==> src/rtl/pulse_pkg.sv <==
// Shared definitions for the pulse-train generator.
//   state_t : FSM state encoding (IDLE/HIGH/LOW); 2'd3 is unused and
//             recovers to IDLE.
package pulse_pkg;

  typedef enum logic [1:0] {
    IDLE = 2'd0,
    HIGH = 2'd1,
    LOW  = 2'd2
  } state_t;

endpackage

==> src/rtl/phase_timer.sv <==
// Loadable down-counter that times one HIGH or LOW phase.
//   clk      : clock, rising edge
//   rst      : asynchronous active-low reset (count cleared to 0)
//   load     : load load_val this cycle (has priority over counting)
//   load_val : value loaded into the counter
//   zero     : counter currently holds 0
// The counter stops at 0 instead of wrapping.
module phase_timer #(
  parameter int unsigned TMR_W = 26
) (
  input  logic             clk,
  input  logic             rst,
  input  logic             load,
  input  logic [TMR_W-1:0] load_val,
  output logic             zero
);

  logic [TMR_W-1:0] count;

  always_ff @(posedge clk or negedge rst) begin
    if (!rst) begin
      count <= '0;
    end else if (load) begin
      count <= load_val;
    end else if (count != '0) begin
      count <= count - TMR_W'(1);
    end
  end

  assign zero = (count == '0);

endmodule

==> src/rtl/pulse_train_gen.sv <==
// Pulse-train source: on a one-cycle start, emits n_pulses pulses, each
// HIGH_CYCLES high followed by LOW_CYCLES low, then strobes done.
//   clk      : clock, rising edge
//   rst      : asynchronous active-low reset
//   start    : one-cycle train request, sampled only in IDLE
//   n_pulses : pulse count, sampled with an accepted start (0 => done only)
//   abort    : synchronous cancel of a running train (no done)
//   out      : registered pulse-train output
//   busy     : registered, high while a train is in progress
//   done     : registered one-cycle completion strobe
module pulse_train_gen
  import pulse_pkg::*;
#(
  parameter int unsigned HIGH_CYCLES = 62500000,
  parameter int unsigned LOW_CYCLES  = 62500000,
  parameter int unsigned TMR_W       = 26,
  parameter int unsigned CNT_W       = 8
) (
  input  logic             clk,
  input  logic             rst,
  input  logic             start,
  input  logic [CNT_W-1:0] n_pulses,
  input  logic             abort,
  output logic             out,
  output logic             busy,
  output logic             done
);

  localparam logic [TMR_W-1:0] HIGH_LD = TMR_W'(HIGH_CYCLES - 1);
  localparam logic [TMR_W-1:0] LOW_LD  = TMR_W'(LOW_CYCLES - 1);

  state_t           state;
  state_t           state_nxt;
  logic [CNT_W-1:0] remaining;
  logic [CNT_W-1:0] remaining_nxt;
  logic [CNT_W-1:0] rem_dec;
  logic             tmr_load;
  logic [TMR_W-1:0] tmr_val;
  logic             tmr_zero;
  logic             done_nxt;

  phase_timer #(
    .TMR_W(TMR_W)
  ) u_timer (
    .clk     (clk),
    .rst     (rst),
    .load    (tmr_load),
    .load_val(tmr_val),
    .zero    (tmr_zero)
  );

  assign rem_dec = remaining - CNT_W'(1);

  always_comb begin
    state_nxt     = state;
    remaining_nxt = remaining;
    tmr_load      = 1'b0;
    tmr_val       = '0;
    done_nxt      = 1'b0;
    case (state)
      IDLE: begin
        if (start) begin
          if (n_pulses != '0) begin
            remaining_nxt = n_pulses;
            tmr_load      = 1'b1;
            tmr_val       = HIGH_LD;
            state_nxt     = HIGH;
          end else begin
            done_nxt = 1'b1;
          end
        end
      end
      HIGH: begin
        if (abort) begin
          remaining_nxt = '0;
          tmr_load      = 1'b1;
          state_nxt     = IDLE;
        end else if (tmr_zero) begin
          tmr_load  = 1'b1;
          tmr_val   = LOW_LD;
          state_nxt = LOW;
        end
      end
      LOW: begin
        if (abort) begin
          remaining_nxt = '0;
          tmr_load      = 1'b1;
          state_nxt     = IDLE;
        end else if (tmr_zero) begin
          remaining_nxt = rem_dec;
          if (rem_dec != '0) begin
            tmr_load  = 1'b1;
            tmr_val   = HIGH_LD;
            state_nxt = HIGH;
          end else begin
            done_nxt  = 1'b1;
            state_nxt = IDLE;
          end
        end
      end
      default: begin
        remaining_nxt = '0;
        tmr_load      = 1'b1;
        state_nxt     = IDLE;
      end
    endcase
  end

  // Outputs are registered from the next state so they change on the same
  // edge as the state itself, keeping out/busy glitch-free.
  always_ff @(posedge clk or negedge rst) begin
    if (!rst) begin
      state     <= IDLE;
      remaining <= '0;
      out       <= 1'b0;
      busy      <= 1'b0;
      done      <= 1'b0;
    end else begin
      state     <= state_nxt;
      remaining <= remaining_nxt;
      out       <= (state_nxt == HIGH);
      busy      <= (state_nxt != IDLE);
      done      <= done_nxt;
    end
  end

endmodule

==> config.mk <==
export PLATFORM = sky130hd
export DESIGN_NAME = pulse_train_gen
export DESIGN_NICKNAME = d
export VERILOG_FILES = /design/src/rtl/pulse_pkg.sv /design/src/rtl/phase_timer.sv /design/src/rtl/pulse_train_gen.sv
export SDC_FILE = /design/constraint.sdc
export NUM_CORES = 1
export LEC_CHECK = 0
export ABC_CLOCK_PERIOD_IN_PS = 4200
export BUFFER_PORTS_ARGS = -buffer_cell sky130_fd_sc_hd__buf_2
export CAP_MARGIN = 10
export CORE_MARGIN = 10
export CORE_UTILIZATION = 45
export DETAILED_ROUTE_END_ITERATION = 16
export HOLD_SLACK_MARGIN = 0.12
export PLACE_DENSITY = 0.73
export SLEW_MARGIN = 15
export SYNTH_ARGS = -nofsm -noshare
export SYNTH_HDL_FRONTEND = slang
export SYNTH_SLANG_ARGS = --single-unit
==> constraint.sdc <==
create_clock -name clk -period 4.2 [get_ports clk]
set_input_delay 0.42 -clock clk [delete_from_list [all_inputs] [get_ports clk]]
set_output_delay 0.42 -clock clk [all_outputs]
set_load 0.01 [all_outputs]
Word level (Yosys, flattened, before mapping)
Index checks and enable logic that the tools add are counted.
W data, S select, Z words.
{"block": "classes", "add_sub_neg": 2, "eq_ne": 7, "mux": 38, "reduce_logical": 8}
{"cell": "$mux W26", "n": 9}
{"cell": "$pmux W26 S3", "n": 1}
{"cell": "$mux W8", "n": 5}
{"cell": "$logic_not A26 Y1", "n": 1}
{"cell": "$reduce_bool A26 Y1", "n": 1}
{"cell": "$sub A26 B1 Y26 const B", "n": 1}
{"cell": "$pmux W8 S3", "n": 1}
{"cell": "$reduce_bool A8 Y1", "n": 2}
{"cell": "$mux W1", "n": 13}
{"cell": "$mux W2", "n": 6}
{"cell": "$sub A8 B1 Y8 const B", "n": 1}
{"cell": "$ne A2 B2 Y1 const B", "n": 3}
{"cell": "$pmux W2 S3", "n": 1}
{"cell": "$eq A2 B1 Y1 const B", "n": 2}
{"cell": "$reduce_and A4 Y1", "n": 1}
{"cell": "$reduce_bool A2 Y1", "n": 2}
{"cell": "$ne A3 B3 Y1 const B", "n": 1}
{"cell": "$pmux W1 S3", "n": 1}
{"cell": "$eq A2 B2 Y1 const B", "n": 1}
{"cell": "$logic_not A2 Y1", "n": 1}
{"cell": "$pmux W1 S2", "n": 1}
{"block": "word_totals", "register_bits": 39, "input_bits": 12, "output_inout_bits": 3, "word_cells": 61}

Logic depth before layout (Yosys ltp)
Gate-level depths: netlist of the first run.
{"block": "logic_depth", "depth_word": 7, "ltp_mapped": 10, "mapped_depth_nobuf": 7}

Hierarchy
From an unflattened synthesis of the first run, not the netlist that was laid out.
{"block": "unflattened", "cells_unflattened": 282, "hier_area_um2": 2497.4}
{"module": "phase_timer", "n_inst": 1, "cells_per_inst": 171, "area_each_um2": 1535.2, "seq_area_each_um2": 650.6}
{"module": "pulse_train_gen", "n_inst": 1, "cells_per_inst": 111, "area_each_um2": 962.2, "seq_area_each_um2": 325.3}

Least setup slack after synthesis of the first run
No wires, ideal clock.
{"block": "synth_path", "path_kind": "register to register", "from": "reg remaining[0]", "to": "reg u_timer.count[1]", "setup_ps": 129, "arrival_time_ps": 2458, "required_time_ps": 4071, "setup_slack_ps": 1613, "stages_incl_launch_ff": 9, "path_buffers": 1, "synth_period_minus_slack_ps": 2587, "path_cell_list": "dfrtp_1 -> inv_1 -> ha_1 -> or4b_2 -> nor4b_1 -> o31ai_1 -> a211oi_2 -> buf_6 -> o22ai_1"}
{"block": "synth_via", "elab_chain_cells": 7, "elab_cells_between_ends": 12, "cone_classes": "add/sub (1); mux (9); reduce/logical (2)"}
{"element": "from (decl)", "line": "pulse_train_gen.sv:34", "text": "logic [CNT_W-1:0] remaining;"}
{"element": "from (signal assigned)", "line": "pulse_train_gen.sv:120", "text": "remaining <= remaining_nxt;"}
{"element": "$sub A8 B1 Y8 (*)", "line": "pulse_train_gen.sv:52", "text": "assign rem_dec = remaining - CNT_W'(1);"}
{"element": "$reduce_bool A8 Y1 (*)", "line": "pulse_train_gen.sv:91", "text": "if (rem_dec != '0) begin"}
{"element": "$mux W26 / $mux W1 (equally long branches)", "line": "pulse_train_gen.sv:91"}
{"element": "$mux W26 / $mux W1 (equally long branches)", "line": "pulse_train_gen.sv:89", "text": "end else if (tmr_zero) begin"}
{"element": "$mux W26 / $mux W1 (equally long branches)", "line": "pulse_train_gen.sv:85", "text": "if (abort) begin"}
{"element": "$pmux W26 S3 / $pmux W1 S3 (equally long branches)", "line": "pulse_train_gen.sv:60", "text": "case (state)"}
{"element": "$mux W26 / $reduce_bool A2 Y1 (equally long branches)"}
{"element": "to (signal assigned)", "line": "phase_timer.sv:24", "text": "count <= load_val;"}
{"element": "to (signal assigned)", "line": "phase_timer.sv:26", "text": "count <= count - TMR_W'(1);"}
{"element": "to (decl)", "line": "phase_timer.sv:18", "text": "logic [TMR_W-1:0] count;"}
Mark *: on every way between the ends. The rest lies on a longest branch, timed or not.
A chain may end at the register's enable or synchronous reset.

Worst setup path in the final report of the first run
{"block": "layout_path", "from": "reg remaining[0]", "to": "reg u_timer.count[11]"}
The elaborated chain is that of the path after synthesis.

==> results.cfg, run 1 <==
[clock_network]
cts_buffers = 5
clkTransAtPathRegs_ns = 0.07
ctsHoldBuffers = 0
cts_tree = done
cts_sinks = 39
htree_levels = 2
clockRootBuffer = clkbuf_8
clkLatencyLatePin_ns = 0.29
cts_resized = 0
cts_buffer_depth = 2
post_cts_buffers = 0

[cells_and_area]
fillers = 495
mostFrequentLayoutCell = dfrtp_1
antenna_cells = 0
post-route-util_pct = 50.70
instances_no_fill = 340
syn_to_final_growth_pct = 7.819
mostFrequentLayoutCells = 39 x dfrtp_1, 16 x nor3_1, 16 x o22ai_1
fin_nets = 289
final_layout_size_suffix_gt1_share_pct = 14.81

[run_status]
outcome = complete, no violations

[worst_setup_path]
r2r-start = remaining[0]
end_kind = flop
reg2regPathDepth = 7
cp.arrival_ns = 3.18
critPathKind = reg -> reg
path_cells = inv_1, ha_1, or4b_2, nor4b_1, o31ai_1, o221ai_2, o22ai_1
crit_slowest_cell = o221ai_2
path_max_fanout = 17
slowest_delay_ns = 0.70
cp.required_ns = 4.33
startpoint_type = flop
crit_start = remaining[0]

[global_route]
grt_max_degree = 40
grt_use_total_pct = 13.18
antenna_found_initial = 0
overflow = 0
grt_pass1_wl_um = 9604
grt_pass1_vias = 2105

[timing]
period_minus_slack_ns = 3.055
hold_violations = 0
grt_setup_unrepaired = no
min_period_over_period_pct = 72.73
worstMarginPinSlew_ns = 0.8936
max_freq_mhz = 327.4
skew_ns = 0.007794
tns_ns = 0
slew_violations = 0
relSlewSlack_pct = 40.43
setup_viol = 0

[logic_synthesis]
synth.distinct_cells = 56
synth_edf_count = 0
ys.flop_type = dfrtp_1
synthTopCellsByArea = dfrtp_1 40%, ha_1 4.1%, o22ai_1 4.1%, xnor2_1 4.0%, nor3_1 3.3%
syn_area_sq_um = 2432
synth_cells = 257
synth_nets = 277
yosysTopAreaCellShare_pct = 40.12
synth_top_area_cell = dfrtp_1
yosysSeqAreaShare_pct = 40.12
synth.area.mux_share_pct = 1.749
synth_compound_area_share_pct = 20.52
synth_top_family_by_area = simple AND/OR/NAND/NOR gates
syn_avg_cell_area_sq_um = 9.464
ys.warnings.count = 0
synth_simple_gate_area_share_pct = 22.99
synthArstFlopShare_pct = 100.0
synth_xor_area_share_pct = 6.481
synth-seq-cells = 39
yosys.area_share.adder_pct = 4.115

[drt]
ant_nets = 0
drc_errors = 0
routed_wl_um = 5510
dr.pass1.iters = 4
wl_per_cell_um = 16.21
drt_iter0_drc = 208
via_per_inst = 6.035
num_vias = 2052

[floorplanning]
dieArea_sq_um = 8746
core_sq_um = 5172
die_w_um = 93.52
die_h_um = 93.52
initial_core_util_pct = 47.02
rows = 26
io_pins = 15

[worst_hold_path]
hold_class = in -> async

[pwr]
p_per_area_nw_per_um2 = 707.6
power_leakage_nw = 1.051
ir_worst_vdd_mv = 0.3397

[flow_run]
maxCapViolCount = 0

[place]
dp_cells = 332
gp_congestion = 0.9077
portBuffers = 14
hpwlAfterDp_um = 3822
synthesized netlist by cell type (2+ instances only):
library cell  number
dfrtp_1           39
nor3_1            16
o22ai_1           16
nor2_1            15
a21oi_1           14
o21ai_0           12
inv_1             11
xnor2_1           11
nand2_1           10
nor4_1             9
or3_1              9
ha_1               8
nand3_1            7
xor2_1             7
o2bb2ai_1          6
o31ai_1            5
or4_1              5
clkbuf_1           4
buf_2              3
nand2b_1           3
o211ai_1           3
or2_2              3
buf_4              2
mux2_2             2
mux2i_1            2
nand4_1            2
nor3_2             2
or3b_2             2
or4b_2             2
logic make-up (layout without fill, tap and decap cells):
logic type | after synthesis | after routing
compound gates | 71 | 71
xor+xnor | 18 | 18
fa+ha+maj | 8 | 8
buf+inv | 21 | 34
flops | 39 | 39
mux | 4 | 4
simple gates | 96 | 96
worst max-delay path, delay by kind of cell (launching register included):
family,cells,cell delay (ns)
AOI/OAI and AO/OA,3,1.10
adders and majority gates,1,0.27
buffers and inverters,1,0.12
DFF,1,0.43
and+or+nand+nor,2,0.98
state kept, by name, summed over array words and instances, names as in the netlist:
name and count:
u_timer.count 26, remaining 8, out 1, busy 1, done 1, state 2
per-stage QoR:
stage | setup slack, ns | hold WS (ns) | total power, mW | area [sq um]
6_report | 1.145 | 0.2591 | 1.856 | 2623
4_1_cts | 1.187 | 0.2801 | 1.855 | 2623
2_1_floorplan | 1.613 | 0.1244 | 1.405 | 2432
3_3_place_gp | 1.283 | 0.5144 | 1.580 | 2541
3_5_place_dp | 1.226 | 0.5268 | 1.602 | 2541
5_1_grt | 0.9406 | 0.3194 | 2.011 | 2623
path summary, 6_finish.rpt:
check / endpoint / slack, ns
max: u_timer.count[11] / 1.15
min: u_timer.count[5] / 0.26
max reg2reg: u_timer.count[11] / 1.15
min reg2reg: remaining[7] / 0.57
max in group asynchronous: u_timer.count[11] / 3.38
min in group clk: remaining[7] / 0.43
routing by layer:
layer | vias up | wire length (um) | share of wire, % | track usage [%]
met3 | 10 | 267 | 4.8 | 2.878
met4 | 0 | 82 | 1.5 | 4.499
li1 | 1001 | - | - | -
met1 | 984 | 2543 | 46 | 16.41
met5 | - | 0 | 0 | 0
met2 | 57 | 2615 | 47 | 21.93
cell type report:
| type | instances | area, sq um | share of cell area [%] |
|---|---|---|---|
| Multi-Input combinational cell | 197 | 1359 | 51.81 |
| Sequential cell | 39 | 975.9 | 37.21 |
| Clock buffer | 7 | 76.32 | 2.910 |
| Clock inverter | 1 | 5.005 | 0.1908 |
| Inverter | 11 | 41.29 | 1.574 |
| Timing Repair Buffer | 15 | 77.57 | 2.958 |
| Tap cell | 70 | 87.58 | 3.340 |
power breakdown:
group,internal (mW),leakage (nW),switching (mW)
clock network,0.117,0.0422,0.126
registers,0.521,0.508,0.166
logic,0.393,0.500,0.533
total,1.03,1.05,0.825
Power figures use the tool's default switching activity.
==> inputs of run 2 (changes only) <==
Settings changed: ABC_CLOCK_PERIOD_IN_PS 4200 to 2500, PLACE_DENSITY 0.73 to 0.75.
Clock period 4.2 ns to 2.5 ns, I/O delays scaled along.
==> run 2 against run 1 <==
  * Design area grew 22%
  * Cell count grew 14%
  * Register-to-register slack worse by 1.1 ns
  * Via count increased by 9.6%
  * Combinational power rose to 2.5 times the previous value
  * Critical endpoint is now busy
==> results.cfg, run 2 (synthesis gave the netlist of run 1 again) <==
[timing]
grt_setup_unrepaired = yes
skew_ns = 0.01273
hold_violations = 0
period_minus_slack_ns = 2.487
relSlewSlack_pct = 42.24
worstMarginPinSlew_ns = 0.8664
max_freq_mhz = 402.0
setup_viol = 0
slew_violations = 0
setup_slack_ns = 0.01273
min_period_over_period_pct = 99.49
tns_ns = 0

[worst_setup_path]
crit_buf_inv = 0
path_max_fanout = 6
timing.rr.end = busy
cp.arrival_ns = 2.67
end_kind = flop
critPathTopFamily = simple AND/OR/NAND/NOR gates
crit_start = u_timer.count[11]
slowest_delay_ns = 0.59
startpoint_type = flop
cp.required_ns = 2.68
r2r-start = u_timer.count[11]
critPathKind = reg -> reg
path_cells = or4_4, or4b_4, or3_4, a221oi_4, a31oi_1
reg2reg_slack_ns = 0.01
crit_slowest_cell = or4b_4
reg2regPathDepth = 5

[cells_and_area]
regMostFlops = u_timer.count
post-route-util_pct = 62.07
largest_reg_flops = 26
antenna_cells = 0
mostFrequentLayoutCell = buf_4
fin_nets = 338
syn_to_final_growth_pct = 32.00
final_layout_size_suffix_gt1_share_pct = 33.23
reg.largest.list = u_timer.count: 26 flops, remaining: 8 flops, state: 2 flops
mostFrequentLayoutCells = 42 x buf_4, 39 x dfrtp_1, 15 x nor2_1

[drt]
wl_per_cell_um = 16.01
ant_nets = 0
maxUsedRoutingLayer = met4
wl_met2_um = 2890
drt_iter0_drc = 206
dr.pass1.iters = 4
via_per_inst = 5.781
routed-wl-met3_um = 300
routed_wl_um = 6226
drc_errors = 0
wl_met1_um = 2872
num_vias = 2249

[clock_network]
cts_tree = done
cts_sinks = 39
htree_levels = 2
cts_buffer_depth = 2
cts_buffers = 5
clkTransAtPathRegs_ns = 0.08
clockRootBuffer = clkbuf_8
clkLatencyLatePin_ns = 0.30

[place]
portBuffers = 14
hpwlAfterDp_um = 4267
place_ws_ns = -0.4397
gp_congestion = 0.8569

[pwr]
power_leakage_nw = 1.372
power_mw = 3.879
p_per_area_nw_per_um2 = 1208
ir_worst_vdd_mv = 0.5553

[floorplanning]
core_sq_um = 5172
initial_core_util_pct = 47.02
rows = 26
dieArea_sq_um = 8746
die_w_um = 93.52
die_h_um = 93.52
io_pins = 15

[worst_hold_path]
min-delay-start = n_pulses[6]
whs_path_depth = 3
hold_class = in -> reg
hold_end = remaining[6]

[run_status]
outcome = complete, no violations

[global_route]
grt_pass1_wl_um = 10410
overflow = 0
grt_use_total_pct = 14.44
grt_max_degree = 40
grt_pass1_vias = 2252
antenna_found_initial = 0

[flow_run]
maxCapViolCount = 0
[run 2: worst max path at each step]
stage,end,slack [ns],cells past startpoint
after floorplan,out,-0.03,7
after global placement,u_timer.count[21],-0.28,7
after detailed placement,u_timer.count[23],-0.44,7
after CTS,u_timer.count[23],0.007,7
after global routing,busy,-0.07,7
final,busy,0.01,5
[run 2: metal layers]
layer | global-route usage, % | vias to the layer above
met2 | 23.03 | 59
met4 | 5.013 | 0
li1 | - | 1104
met5 | 0 | -
met1 | 18.84 | 1072
met3 | 3.038 | 14
[run 2: through the flow]
step / hold slack (ns) / cells / cell area, sq um
2_1_floorplan: -0.04559 / 257 / 2469
3_3_place_gp: 0.4244 / 373 / 2909
3_5_place_dp: 0.4228 / 373 / 2909
4_1_cts: 0.2366 / 383 / 3084
5_1_grt: 0.2628 / 389 / 3211
6_report: 0.2409 / 389 / 3211
[run 2: repair_timing]
item | in CTS | in global routing
pin swaps | 1 | 8
hold buffers | 1 | 0
resized for setup | 11 | 13
endpoints found under the hold margin | 39 | 0
setup endpoints to repair | 23 | 38
cloned | 0 | 1
setup buffers | 1 | 5
[run 2: tightest hold or removal path, delay by kind of cell]
| kind | cells | cell delay (ns) |
|---|---|---|
| buffers and inverters | 1 | 0.09 |
| AOI/OAI and AO/OA | 2 | 0.17 |
[run 2: area by class of cell]
type	instances	area, sq um
sequential	39	975.9
tap	70	87.58
inverter	11	41.29
clock buffer	6	72.57
clock inverter	2	12.51
multi-input combinational	197	1489
timing repair buffer	64	531.8
fill	406	1962
[run 2: power by group]
part | switching [mW] | internal [mW]
logic | 1.18 | 1.18
registers | 0.222 | 0.875
clock network | 0.229 | 0.195
total | 1.63 | 2.25
==> inputs of run 3 (changes only) <==
Settings changed: CTS_CLUSTER_SIZE from default to 28, RECOVER_POWER from default to 25.
==> run 3 against run 2 <==
  * Routed wire length rose by 0.22%
  * Sequential power barely moved
  * Design area fell by 0.12%
  * Hold slack barely moved
  * Maximum frequency fell by 0.13%
  * Largest power group unchanged
==> results.cfg, run 3 (synthesis gave the netlist of run 1 again) <==
[cells_and_area]
instances_no_fill = 389
regArea_sq_um = 975.9
reg.largest.list = u_timer.count: 26 flops, remaining: 8 flops, state: 2 flops
regMostFlops = u_timer.count
mostFrequentLayoutCell = buf_4
antenna_cells = 0
mostFrequentLayoutCells = 42 x buf_4, 39 x dfrtp_1, 15 x nor2_1
fillers = 404
largest_reg_flops = 26
multiInputGateArea_sq_um = 1489
final_layout_size_suffix_gt1_share_pct = 32.29
syn_to_final_growth_pct = 31.84
fin_nets = 338
post-route-util_pct = 62.00

[timing]
grt_setup_unrepaired = yes
min_period_over_period_pct = 99.62
relSlewSlack_pct = 35.36
setup_viol = 0
hold_violations = 0
tns_ns = 0
slew_violations = 0
skew_ns = 0.01275
setup_slack_ns = 0.009535
max_freq_mhz = 401.5
period_minus_slack_ns = 2.490
worstMarginPinSlew_ns = 0.9696

[global_route]
grt_pass1_wl_um = 10410
antenna_found_initial = 0
grt_max_degree = 40
grt_use_total_pct = 14.44
overflow = 0
grt_pass1_vias = 2252

[pwr]
seqPwrFrac_pct = 28.3
power_mw = 3.879
switching_power_mw = 1.637
power_frac_comb_pct = 60.7
p_sw_share_pct = 42.19
ir_worst_vdd_mv = 0.5667
clock_power_share_pct = 11.0
power_leakage_nw = 1.362
p_int_mw = 2.242
p_per_area_nw_per_um2 = 1210

[floorplanning]
rows = 26
core_sq_um = 5172
die_h_um = 93.52
io_pins = 15
initial_core_util_pct = 47.02
die_w_um = 93.52
dieArea_sq_um = 8746

[worst_setup_path]
end_kind = flop
path_max_fanout = 6
reg2reg_slack_ns = 0.01
cp.arrival_ns = 2.67
startpoint_type = flop
cp.required_ns = 2.68
critPathKind = reg -> reg

[run_status]
outcome = complete, no violations

[clock_network]
htree_levels = 2
cts_buffer_depth = 2
cts_sinks = 39
cts_buffers = 5
clockRootBuffer = clkbuf_8
clkTransAtPathRegs_ns = 0.08
clkLatencyLatePin_ns = 0.30
cts_tree = done

[drt]
drc_errors = 0
routed_wl_um = 6240
drt_iter0_drc = 206
via_per_inst = 5.784
wl_per_cell_um = 16.04
num_vias = 2250
ant_nets = 0
dr.pass1.iters = 4

[place]
place_ws_ns = -0.4397
hpwlAfterDp_um = 4267
dp_cells = 373
portBuffers = 14
gp_congestion = 0.8569

[flow_run]
maxCapViolCount = 0

[worst_hold_path]
hold_class = in -> reg
[run 3: changes by cell type in the layout (fill, tap and decap cells not counted)]
cell	change
buf_2	-4
clkbuf_1	+3
clkbuf_2	+1
[run 3: metrics by stage]
step / area (sq um) / hold WS [ns]
after floorplan: 2469 / -0.04559
after global placement: 2909 / 0.4244
after detailed placement: 2909 / 0.4228
after CTS: 3084 / 0.2366
after global routing: 3207 / 0.2628
final: 3207 / 0.2407
[run 3: final timing paths]
path                                    from  cells past startpoint           end
setup / recovery           u_timer.count[11]                      5          busy
hold / removal                   n_pulses[6]                      3  remaining[6]
setup reg to reg           u_timer.count[11]                      5          busy
hold reg to reg                 remaining[6]                      1  remaining[6]
max in group asynchronous                rst                      2  remaining[4]
min in group asynchronous                rst                      2          done
[run 3: critical path, cell delays in order, from the launching register on]
cell and delay [ns]:
dfrtp_1 0.39, or4_4 0.55, or4b_4 0.59, or3_4 0.42, a221oi_4 0.31, a31oi_1 0.12
[run 3: repair_timing]
action / in CTS / in global routing
resized for setup: 11 / 13
pin swaps: 1 / 8
buffers inserted: 1 / 5
hold buffers: 1 / 0
endpoints found under the hold margin: 39 / 0
setup endpoints to repair: 23 / 38
gates cloned: 0 / 1
[run 3: final cells by class]
class	count	area share, %
timing repair buffer	64	16.47
tap	70	2.731
sequential	39	30.43
clock inverter	2	0.3902
inverter	11	1.288
multi-input combinational	197	46.43
clock buffer	6	2.263
[run 3: metal layers]
| layer | wire length [um] | GRT usage (%) | part of all wire, % | vias to the layer above |
|---|---|---|---|---|
| met5 | 0 | 0 | 0 | - |
| met4 | 163 | 5.013 | 2.6 | 0 |
| met3 | 269 | 3.038 | 4.3 | 14 |
| met2 | 2887 | 23.03 | 46 | 56 |
| met1 | 2919 | 18.84 | 47 | 1074 |
| li1 | - | - | - | 1106 |
[run 3: power by group through the flow]
| stage | clock network (mW) | registers [mW] | logic, mW |
|---|---|---|---|
| 2_1_floorplan | 0 | 1.08 | 1.33 |
| 3_3_place_gp | 0 | 1.09 | 2.05 |
| 3_5_place_dp | 0 | 1.10 | 2.10 |
| 4_1_cts | 0.436 | 1.09 | 2.19 |
| 5_1_grt | 0.467 | 1.13 | 2.56 |
| 6_report | 0.427 | 1.10 | 2.35 |
